--- config.mk ---
export PLATFORM = sky130hd
export DESIGN_NAME = chess_line_scorer
export DESIGN_NICKNAME = d
export VERILOG_FILES = /design/src/rtl/chess_line_scorer.sv
export SDC_FILE = /design/constraint.sdc
export NUM_CORES = 1
export LEC_CHECK = 0
export ABC_AREA = 1
export BUFFER_PORTS_ARGS = -buffer_cell sky130_fd_sc_hd__buf_2
export CELL_PAD_IN_SITES_DETAIL_PLACEMENT = 2
export CELL_PAD_IN_SITES_GLOBAL_PLACEMENT = 2
export CORE_MARGIN = 2
export CORE_UTILIZATION = 36
export CTS_CLUSTER_SIZE = 20
export DETAILED_ROUTE_END_ITERATION = 12
export PLACE_DENSITY = 0.91
export SLEW_MARGIN = 20
export SYNTH_ARGS = -nofsm -noshare
export SYNTH_HDL_FRONTEND = slang
export SYNTH_SLANG_ARGS = --single-unit
--- constraint.sdc ---
create_clock -name clk -period 22.9 [get_ports clk]
set_input_delay 0 -clock clk [delete_from_list [all_inputs] [get_ports clk]]
set_output_delay 0 -clock clk [all_outputs]
set_load 0.02 [all_outputs]
--- src/rtl/chess_line_scorer.sv ---
//------------------------------------------------------------------------------
// Module   : chess_line_scorer
// Brief    : Time-multiplexed Gobang point evaluator; scores four line
//            directions for attack and defence, sums with saturation.
// Revision : 1.0 - initial release
//------------------------------------------------------------------------------
`default_nettype none

module chess_line_scorer #(
   parameter int R         = 4,
   parameter int SCORE_W   = 16,
   parameter int DEF_SHIFT = 1,
   parameter int S_FIVE    = 2500,
   parameter int S_LFOUR   = 216,
   parameter int S_SFOUR   = 36,
   parameter int S_LTHREE  = 36,
   parameter int S_LTWO    = 6,
   parameter int S_LONE    = 1,
   parameter int S_NONE    = 0
) (
   input  logic                   clk,
   input  logic                   rst,
   input  logic                   in_valid,
   output logic                   in_ready,
   input  logic [4*(2*R+1)-1:0]   in_my,
   input  logic [4*(2*R+1)-1:0]   in_op,
   input  logic [4*(2*R+1)-1:0]   in_gr,
   output logic                   out_valid,
   input  logic                   out_ready,
   output logic [SCORE_W-1:0]     out_score,
   output logic                   out_win,
   output logic                   out_block
);

   localparam int W     = 2*R + 1;
   localparam int ACC_W = SCORE_W + 2;
   localparam int SUM_W = SCORE_W + 3;

   localparam logic [W-1:0]     c_centre = W'(1) << R;
   localparam logic [SUM_W-1:0] c_max    = {3'b000, {SCORE_W{1'b1}}};

   localparam logic [2:0] c_none   = 3'd0;
   localparam logic [2:0] c_lone   = 3'd1;
   localparam logic [2:0] c_ltwo   = 3'd2;
   localparam logic [2:0] c_lthree = 3'd3;
   localparam logic [2:0] c_sfour  = 3'd4;
   localparam logic [2:0] c_lfour  = 3'd5;
   localparam logic [2:0] c_five   = 3'd6;

   typedef enum logic [1:0] {
      ST_IDLE = 2'd0,
      ST_EVAL = 2'd1,
      ST_DONE = 2'd2
   } state_t;

   // Best pattern over all 5- and 6-cell windows that cover the centre cell.
   function automatic logic [2:0] classify(input logic [W-1:0] mine,
                                           input logic [W-1:0] blk);
      logic [W-1:0] emp, m_sh, e_sh, b_sh;
      logic f5, f4l, f4s, f3, f2, f1;
      emp = ~mine & ~blk;
      f5 = 1'b0; f4l = 1'b0; f4s = 1'b0; f3 = 1'b0; f2 = 1'b0; f1 = 1'b0;
      for (int s = 0; s <= W-5; s++) begin
         if (s <= R && s + 4 >= R) begin
            m_sh = mine >> s;
            e_sh = emp >> s;
            b_sh = blk >> s;
            if (&m_sh[4:0]) f5 = 1'b1;
            if ($countones(m_sh[4:0]) == 4 && $countones(e_sh[4:0]) == 1 &&
                b_sh[4:0] == 5'd0) f4s = 1'b1;
            if (b_sh[4:0] == 5'd0) f1 = 1'b1;
         end
      end
      for (int s = 0; s <= W-6; s++) begin
         if (s <= R && s + 5 >= R) begin
            m_sh = mine >> s;
            e_sh = emp >> s;
            if (e_sh[0] && e_sh[5]) begin
               if (&m_sh[4:1]) f4l = 1'b1;
               if ($countones(m_sh[4:1]) == 3 && $countones(e_sh[4:1]) == 1) f3 = 1'b1;
               if ($countones(m_sh[4:1]) == 2 && $countones(e_sh[4:1]) == 2) f2 = 1'b1;
            end
         end
      end
      if (f5)       classify = c_five;
      else if (f4l) classify = c_lfour;
      else if (f4s) classify = c_sfour;
      else if (f3)  classify = c_lthree;
      else if (f2)  classify = c_ltwo;
      else if (f1)  classify = c_lone;
      else          classify = c_none;
   endfunction

   function automatic logic [ACC_W-1:0] score_of(input logic [2:0] code);
      case (code)
         c_five:   score_of = ACC_W'(S_FIVE);
         c_lfour:  score_of = ACC_W'(S_LFOUR);
         c_sfour:  score_of = ACC_W'(S_SFOUR);
         c_lthree: score_of = ACC_W'(S_LTHREE);
         c_ltwo:   score_of = ACC_W'(S_LTWO);
         c_lone:   score_of = ACC_W'(S_LONE);
         default:  score_of = ACC_W'(S_NONE);
      endcase
   endfunction

   state_t             r_state;
   logic [1:0]         r_dir;
   logic [4*W-1:0]     r_my, r_op, r_gr;
   logic [ACC_W-1:0]   r_att_acc, r_def_acc;

   logic [W-1:0]       w_my_d, w_op_d, w_gr_d;
   logic [2:0]         w_att_code, w_def_code;
   logic [ACC_W-1:0]   w_att_next, w_def_next;
   logic [SUM_W-1:0]   w_total;
   logic [SCORE_W-1:0] w_sat;

   assign w_my_d = W'(r_my >> (32'(r_dir) * W));
   assign w_op_d = W'(r_op >> (32'(r_dir) * W));
   assign w_gr_d = W'(r_gr >> (32'(r_dir) * W));

   // The candidate cell is treated as a stone of whichever side is being viewed.
   assign w_att_code = classify(w_my_d | c_centre, w_op_d | w_gr_d);
   assign w_def_code = classify(w_op_d | c_centre, w_my_d | w_gr_d);

   assign w_att_next = r_att_acc + score_of(w_att_code);
   assign w_def_next = r_def_acc + score_of(w_def_code);

   assign w_total = SUM_W'(w_att_next) + SUM_W'(w_def_next >> DEF_SHIFT);
   assign w_sat   = (w_total > c_max) ? {SCORE_W{1'b1}} : w_total[SCORE_W-1:0];

   assign in_ready = (r_state == ST_IDLE);

   always_ff @(posedge clk) begin
      if (rst) begin
         r_state   <= ST_IDLE;
         r_dir     <= 2'd0;
         r_my      <= '0;
         r_op      <= '0;
         r_gr      <= '0;
         r_att_acc <= '0;
         r_def_acc <= '0;
         out_valid <= 1'b0;
         out_score <= '0;
         out_win   <= 1'b0;
         out_block <= 1'b0;
      end else begin
         case (r_state)
            ST_IDLE: begin
               if (in_valid) begin
                  r_my      <= in_my;
                  r_op      <= in_op;
                  r_gr      <= in_gr;
                  r_att_acc <= '0;
                  r_def_acc <= '0;
                  r_dir     <= 2'd0;
                  out_score <= '0;
                  out_win   <= 1'b0;
                  out_block <= 1'b0;
                  if (in_my[R] || in_op[R]) begin
                     r_state   <= ST_DONE;
                     out_valid <= 1'b1;
                  end else begin
                     r_state   <= ST_EVAL;
                  end
               end
            end
            ST_EVAL: begin
               r_att_acc <= w_att_next;
               r_def_acc <= w_def_next;
               if (w_att_code == c_five) out_win   <= 1'b1;
               if (w_def_code == c_five) out_block <= 1'b1;
               r_dir <= r_dir + 2'd1;
               if (r_dir == 2'd3) begin
                  r_state   <= ST_DONE;
                  out_valid <= 1'b1;
                  out_score <= w_sat;
               end
            end
            ST_DONE: begin
               if (out_ready) begin
                  r_state   <= ST_IDLE;
                  out_valid <= 1'b0;
               end
            end
            default: begin
               r_state   <= ST_IDLE;
               out_valid <= 1'b0;
            end
         endcase
      end
   end

endmodule

`default_nettype wire

==> impl_metrics.ini, run 1 <==
[power_and_ir_drop]
p_int_w = 0.00105
power.density_nw_per_um2 = 183
totalPowerFinal_w = 0.00256
ir_drop_v = 0.0000883
switching_share_pct = 59.0
pwr-share-comb_pct = 70.8
p_clk_share_pct = 12.5
p_switching_w = 0.00151
p_leak_nw = 6.52
seqPwrFrac_pct = 16.7

[placed_design]
place_hpwl_um = 33900
io_buffer_count = 131
placed_cells = 2099
gp_congestion = 0.870
place_area_um2 = 12300

[yosys]
synth_area_per_cell_um2 = 6.98
netlist_area_um2 = 11400
synth_common_cells = nand2_1, nor2_1, dfxtp_1
ys_types = 53
yosysTopAreaCell = dfxtp_1
yosys_register_bits = 167
synth_top_flop_cell = dfxtp_1
synth_edf_count = 0
ys_warn_count = 0
synth_area_leaders = dfxtp_1, nand2_1, ha_1
synth_top_area_share_pct = 29.4
ys_seq_area_share_pct = 29.4
async_flop_share_pct = 0
post-synth-top-count-cell = nand2_1
synthesis.nets = 1857
netlist_instances = 1630

[worst_setup_path]
cp-end-kind = register
worstRegToRegCells = 45
path_class = reg2reg
critPathSlowestCell = fa_1
critPathTopFamily = simple AND/OR/NAND/NOR gates
cp_max_fo = 54
cp_slowest_stage_delay_ns = 0.63
arrival_ns = 11.79
cp_num_cells = 45
worstSetupStartpointType = register
required_ns = 23.22
critPathBufInv = 5
path_common_cell = nand2_1

[cts]
cts_made_buffers = 17
clockBufferDepth = 2
clock_latency_ns = 0.50
clockRootBuffer = clkbuf_16
postCtsSetupBuffers = 0
cts.repair.resized = 0
cts_tree = built
clkTransAtPathRegs_ns = 0.09
clock_sinks = 167
h-tree-depth = 4

[sta]
timing.final.crit_share_pct = 50.1
skew_ns = 0.0303
finalMaxSlewViolations = 0
setup-violations-final = 0
period_minus_slack_ns = 11.47
slew-limit-headroom_pct = 26.8
fmax_ghz = 0.0872
hold_viol = 0
tns_ns = 0
tightest_slew_ns = 1.10
rsz0062_at_grt = no

[run_status]
run_status = finished clean

[route]
drtAntennaViolNets = 0
wl_um = 77200
drt_drc_violations_left = 0
first_pass_iters = 5
drtIter0Drc = 1571
num_vias = 14483
avgRoutedWirePerCell_um = 34.2
drt-vias-per-instance = 6.43

[grt]
grt_pass1_vias = 15959
grt-ovfl-total = 0
grt_max_degree = 109
grt_pass1_wl_um = 106000
grt_usage_pct = 44.1
antenna_found_initial = 18

[layout]
nets = 2053
fin_cells = 2254
final_area_um2 = 14000
synthToLayoutAreaGrowth_pct = 22.9
final_util_pct = 44.7
drive_above_1_share_pct = 14.4

[hold_path]
hold_class = in2reg
whs_path_depth = 3

[job]
maxCapViolCount = 0

[floorplan]
initial_utilization_pct = 36.3
die_area_um2 = 33000
num_rows = 65
core-area_um2 = 31300
die_y_um = 182
top_level_ports = 132
die_x_um = 182
-- stage by stage --
step | hold WS [ns] | setup WS (ns)
after floorplan | 0.135 | 15.48
after global placement | 0.221 | 14.33
after detailed placement | 0.230 | 13.56
after CTS | 0.200 | 12.86
after global routing | 0.239 | 11.10
final | 0.222 | 11.43
-- timing repair --
action	CTS	global route
hold endpoints to repair	111	0
hold buffers	110	0
endpoints found under the setup margin	0	0
-- area by class of cell --
cell class              count  area, µm²
repair buffers            249       1820
fillers                  3575      17300
clock buffers              19        453
clock inverters            12        133
diodes                     14       35.0
well taps                 402        503
multi-input cells        1246       7150
inverters                 145        548
flip-flops and latches    167       3340
-- cells in the final DEF (no fill, tap or decap), types with 32 or more instances in the layout --
master         Yosys  layout
nand2_2           32      32
inv_1            133     132
nor2_1           272     267
dfxtp_1          167     166
buf_2              8     131
a21oi_1           92      92
nand2_1          319     319
nand3_1           92      92
dlygate4sd3_1      0     110
ha_1              90      90
o21ai_0          132     132
-- sequential cells by signal (all words and copies together) (netlist names) --
register and cells:
r_dir 2, r_def_acc 18, r_att_acc 18, out_win 1, r_state 2, r_op 36, r_gr 36, r_my 36
out_valid 1, out_block 1, out_score 16
-- worst reg2reg max path, delay by kind of cell, from the launching register on --
family                   cells  cell delay [ns]
AO/OA/AOI/OAI               10             2.81
flip-flops                   1             0.38
XOR/XNOR                     1             0.21
adder cells (fa/ha/maj)      6             2.20
buffers and inverters        5             1.26
AND/OR/NAND/NOR             23             4.38
-- metal layers --
metal  GRT usage [%]  wire length [µm]
met4            38.2              8960
met3            14.8              6820
met2            74.3             35600
met5               0                67
met1            43.7             25700
-- worst paths after layout --
path / startpoint / to / slack [ns]
worst min-delay path: rst / out_score[9]$_SDFFE_PP0P_ / 0.22
worst max-delay path: r_dir[0]$_SDFFE_PP0P_ / out_score[6]$_SDFFE_PP0P_ / 11.43
worst max register to register: r_dir[0]$_SDFFE_PP0P_ / out_score[6]$_SDFFE_PP0P_ / 11.43
worst min register to register: r_def_acc[0]$_SDFFE_PP0P_ / r_def_acc[0]$_SDFFE_PP0P_ / 0.48
-- cell families (layout without fill, tap and decap cells) --
family | Yosys count | count (layout) | synth area share [%]
flip-flops | 167 | 167 | 29.4
AND/OR/NAND/NOR | 823 | 823 | 32.1
buffers and inverters | 217 | 425 | 7.99
AO/OA/AOI/OAI | 260 | 260 | 12.5
XOR/XNOR | 48 | 48 | 3.69
adder cells (fa/ha/maj) | 115 | 115 | 14.3
other | 0 | 14 | 0
-- power groups by stage --
stage | clock [W] | combinational (W) | sequential (W)
2_1_floorplan | 0 | 0.00103 | 0.000387
3_3_place_gp | 0 | 0.00134 | 0.000399
3_5_place_dp | 0 | 0.00149 | 0.000405
4_1_cts | 0.000306 | 0.00159 | 0.000407
5_1_grt | 0.000325 | 0.00192 | 0.000425
6_report | 0.000321 | 0.00181 | 0.000428
(Power assumes the default switching activity.)
==> run 2, diff against run 1 <==
--- a/config.mk
+++ b/config.mk
@@ -5,7 +5,7 @@
 export SDC_FILE = /design/constraint.sdc
 export NUM_CORES = 1
 export LEC_CHECK = 0
-export ABC_AREA = 1
+export ABC_AREA = 0
 export BUFFER_PORTS_ARGS = -buffer_cell sky130_fd_sc_hd__buf_2
 export CELL_PAD_IN_SITES_DETAIL_PLACEMENT = 2
 export CELL_PAD_IN_SITES_GLOBAL_PLACEMENT = 2
@@ -13,7 +13,7 @@
 export CORE_UTILIZATION = 36
 export CTS_CLUSTER_SIZE = 20
 export DETAILED_ROUTE_END_ITERATION = 12
-export PLACE_DENSITY = 0.91
+export PLACE_DENSITY = 0.87
 export SLEW_MARGIN = 20
 export SYNTH_ARGS = -nofsm -noshare
 export SYNTH_HDL_FRONTEND = slang
==> constraint.sdc (replaced) <==
create_clock -name clk -period 12 [get_ports clk]
set_input_delay 0 -clock clk [delete_from_list [all_inputs] [get_ports clk]]
set_output_delay 0 -clock clk [all_outputs]
set_load 0.02 [all_outputs]
==> run 2 against run 1 <==
Sequential power grew 42%. Combinational power shrank 70%. Via count shrank 16%. Critical path type unchanged. Maximum frequency grew 6.1%. Largest power group is now clock.
==> impl_metrics.ini, run 2 <==
[sta]
slew-limit-headroom_pct = 25.8
setup-violations-final = 0
tightest_slew_ns = 1.11
tns_ns = 0
period_minus_slack_ns = 10.81
timing.final.crit_share_pct = 90.1
fmax_ghz = 0.0925
hold_viol = 0
skew_ns = 0.0227
finalMaxSlewViolations = 0
rsz0062_at_grt = no

[route]
first_pass_iters = 5
drt-vias-per-instance = 6.22
avgRoutedWirePerCell_um = 30.9
wl_um = 60700
drt_drc_violations_left = 0
drtIter0Drc = 1028
num_vias = 12226
drtAntennaViolNets = 0

[worst_setup_path]
setup.worst_path.end = out_score[0]$_SDFFE_PP0P_
cp-end-kind = register
ff2ff_setup_slack_ns = 1.19
cp_num_cells = 34
critPathSlowestCell = mux4_2
worstSetupStartpointType = register
cp_slowest_stage_delay_ns = 0.76
path_class = reg2reg
critPathTopFamily = compound AO/OA/AOI/OAI gates
arrival_ns = 11.07
startpoint = r_dir[0]$_SDFFE_PP0P_
worstReg2RegEnd = out_score[0]$_SDFFE_PP0P_
worstRegToRegCells = 34
cp_max_fo = 17
required_ns = 12.27
worstReg2RegStart = r_dir[0]$_SDFFE_PP0P_
critPathBufInv = 3

[yosys]
netlist_instances = 1351
yosysTopAreaCell = dfxtp_1
ys_warn_count = 0
synth_area_per_cell_um2 = 8.21
netlist_area_um2 = 11100
yosys_register_bits = 167
synth_common_cells = nand2_1, a21oi_1, dfxtp_1
ys_seq_area_share_pct = 30.1
synth_top_area_share_pct = 30.1
synth_area_leaders = dfxtp_1, nand2_1, ha_1
post-synth-top-count-cell = nand2_1
synthesis.nets = 1578
ys_types = 77
synth_top_flop_cell = dfxtp_1
async_flop_share_pct = 0
synth_edf_count = 0

[grt]
grt_pass1_wl_um = 90800
antenna_found_initial = 3
grt-busiest-layer = met2
grt_usage_pct = 37.1
grt-ovfl-total = 0
met1_usage_pct = 38.6
grt_pass1_vias = 14076
grtUsageMet3_pct = 8.14
grt_max_degree = 91
grtUsageMet2_pct = 65.7

[cts]
clockBufferDepth = 2
h-tree-depth = 4
clock_latency_ns = 0.48
clkTransAtPathRegs_ns = 0.08
cts_tree = built
clockRootBuffer = clkbuf_16
clock_sinks = 167
cts_made_buffers = 17
postCtsSetupBuffers = 0

[layout]
fill_cells = 3352
fin_cells = 1965
final_common_cell = nand2_1
final_cell_mix = nand2_1, a21oi_1, dfxtp_1
multi_input_comb_area_um2 = 7210
drive_above_1_share_pct = 15.3
final_area_um2 = 13800
final_util_pct = 45.3
top_regs = r_gr (36), r_my (36), r_op (36)
final-seq-area_um2 = 3340
nets = 1780
synthToLayoutAreaGrowth_pct = 24.2

[power_and_ir_drop]
pwr-share-comb_pct = 30.6
ir_drop_v = 0.000113
p_leak_nw = 5.76
p_clk_share_pct = 35.0
power.density_nw_per_um2 = 128
p_int_w = 0.00110
seqPwrFrac_pct = 34.4
switching_share_pct = 37.9
p_switching_w = 0.000670

[run_status]
run_status = finished clean

[placed_design]
io_buffer_count = 131
place_hpwl_um = 30300
place_area_um2 = 12100
gp_congestion = 0.863
placed_cells = 1820

[floorplan]
num_rows = 64
core-area_um2 = 30400
top_level_ports = 132
initial_utilization_pct = 36.4
die_area_um2 = 32200
die_x_um = 180
die_y_um = 180

[job]
maxCapViolCount = 0

[hold_path]
hold_class = in2reg
run 2: layout make-up:
| class | instances | area share (%) |
|---|---|---|
| Multi-Input combinational cell | 1049 | 52.4 |
| Sequential cell | 167 | 24.3 |
| Timing Repair Buffer | 255 | 13.5 |
| Tap cell | 396 | 3.60 |
| Clock buffer | 19 | 3.29 |
| Inverter | 63 | 1.72 |
| Clock inverter | 13 | 1.15 |
| Antenna cell | 3 | 0.0545 |
run 2: metal layers:
metal  vias up  share of wire, %
li1       5161                 -
met1      6098                36
met2       674                50
met3       293               5.8
met4         0               8.1
met5         -                 0
run 2: kinds of logic after synthesis:
logic type      count (synthesis)  share of synthesized area [%]
fa+ha+maj                     115                           14.7
flops                         167                           30.1
simple gates                  541                           22.4
mux                            33                           6.09
xor+xnor                       50                           3.95
buf+inv                       135                           4.93
compound gates                310                           17.8
run 2: power groups by stage:
stage,Sequential [W],Clock (W),Combinational [W]
6_report,0.000607,0.000618,0.000541
5_1_grt,0.000607,0.000638,0.000567
4_1_cts,0.000599,0.000596,0.000448
3_5_place_dp,0.000610,0,0.000412
3_3_place_gp,0.000607,0,0.000382
2_1_floorplan,0.000602,0,0.000276
run 2: how the worst min path moves through the flow:
stage                                      endpoint  depth (start not counted)  slack [ns]  startpoint
final                     r_def_acc[9]$_SDFFE_PP0P_                          2        0.07         rst
after global routing      r_def_acc[0]$_SDFFE_PP0P_                          2        0.09         rst
after CTS                    out_block$_SDFFE_PP0P_                          2        0.02         rst
after detailed placement      r_gr[12]$_SDFFE_PP0P_                          3        0.25   in_gr[12]
after global placement        r_gr[26]$_SDFFE_PP0P_                          3        0.25   in_gr[26]
after floorplan                r_gr[0]$_SDFFE_PP0P_                          2        0.14    in_gr[0]
run 2: repair_timing:
action                                  4_1_cts  5_1_grt
endpoints found under the setup margin        0        0
hold endpoints to repair                    111        0
resized for setup                             0        0
hold buffers                                110        0
run 2: stage by stage:
step           hold slack [ns]  power, W  setup slack [ns]
2_1_floorplan            0.136  0.000878              3.34
3_3_place_gp             0.246  0.000988              2.84
3_5_place_dp             0.255   0.00102              2.24
4_1_cts                 0.0220   0.00164              2.07
5_1_grt                 0.0871   0.00181             0.857
6_report                0.0672   0.00177              1.19
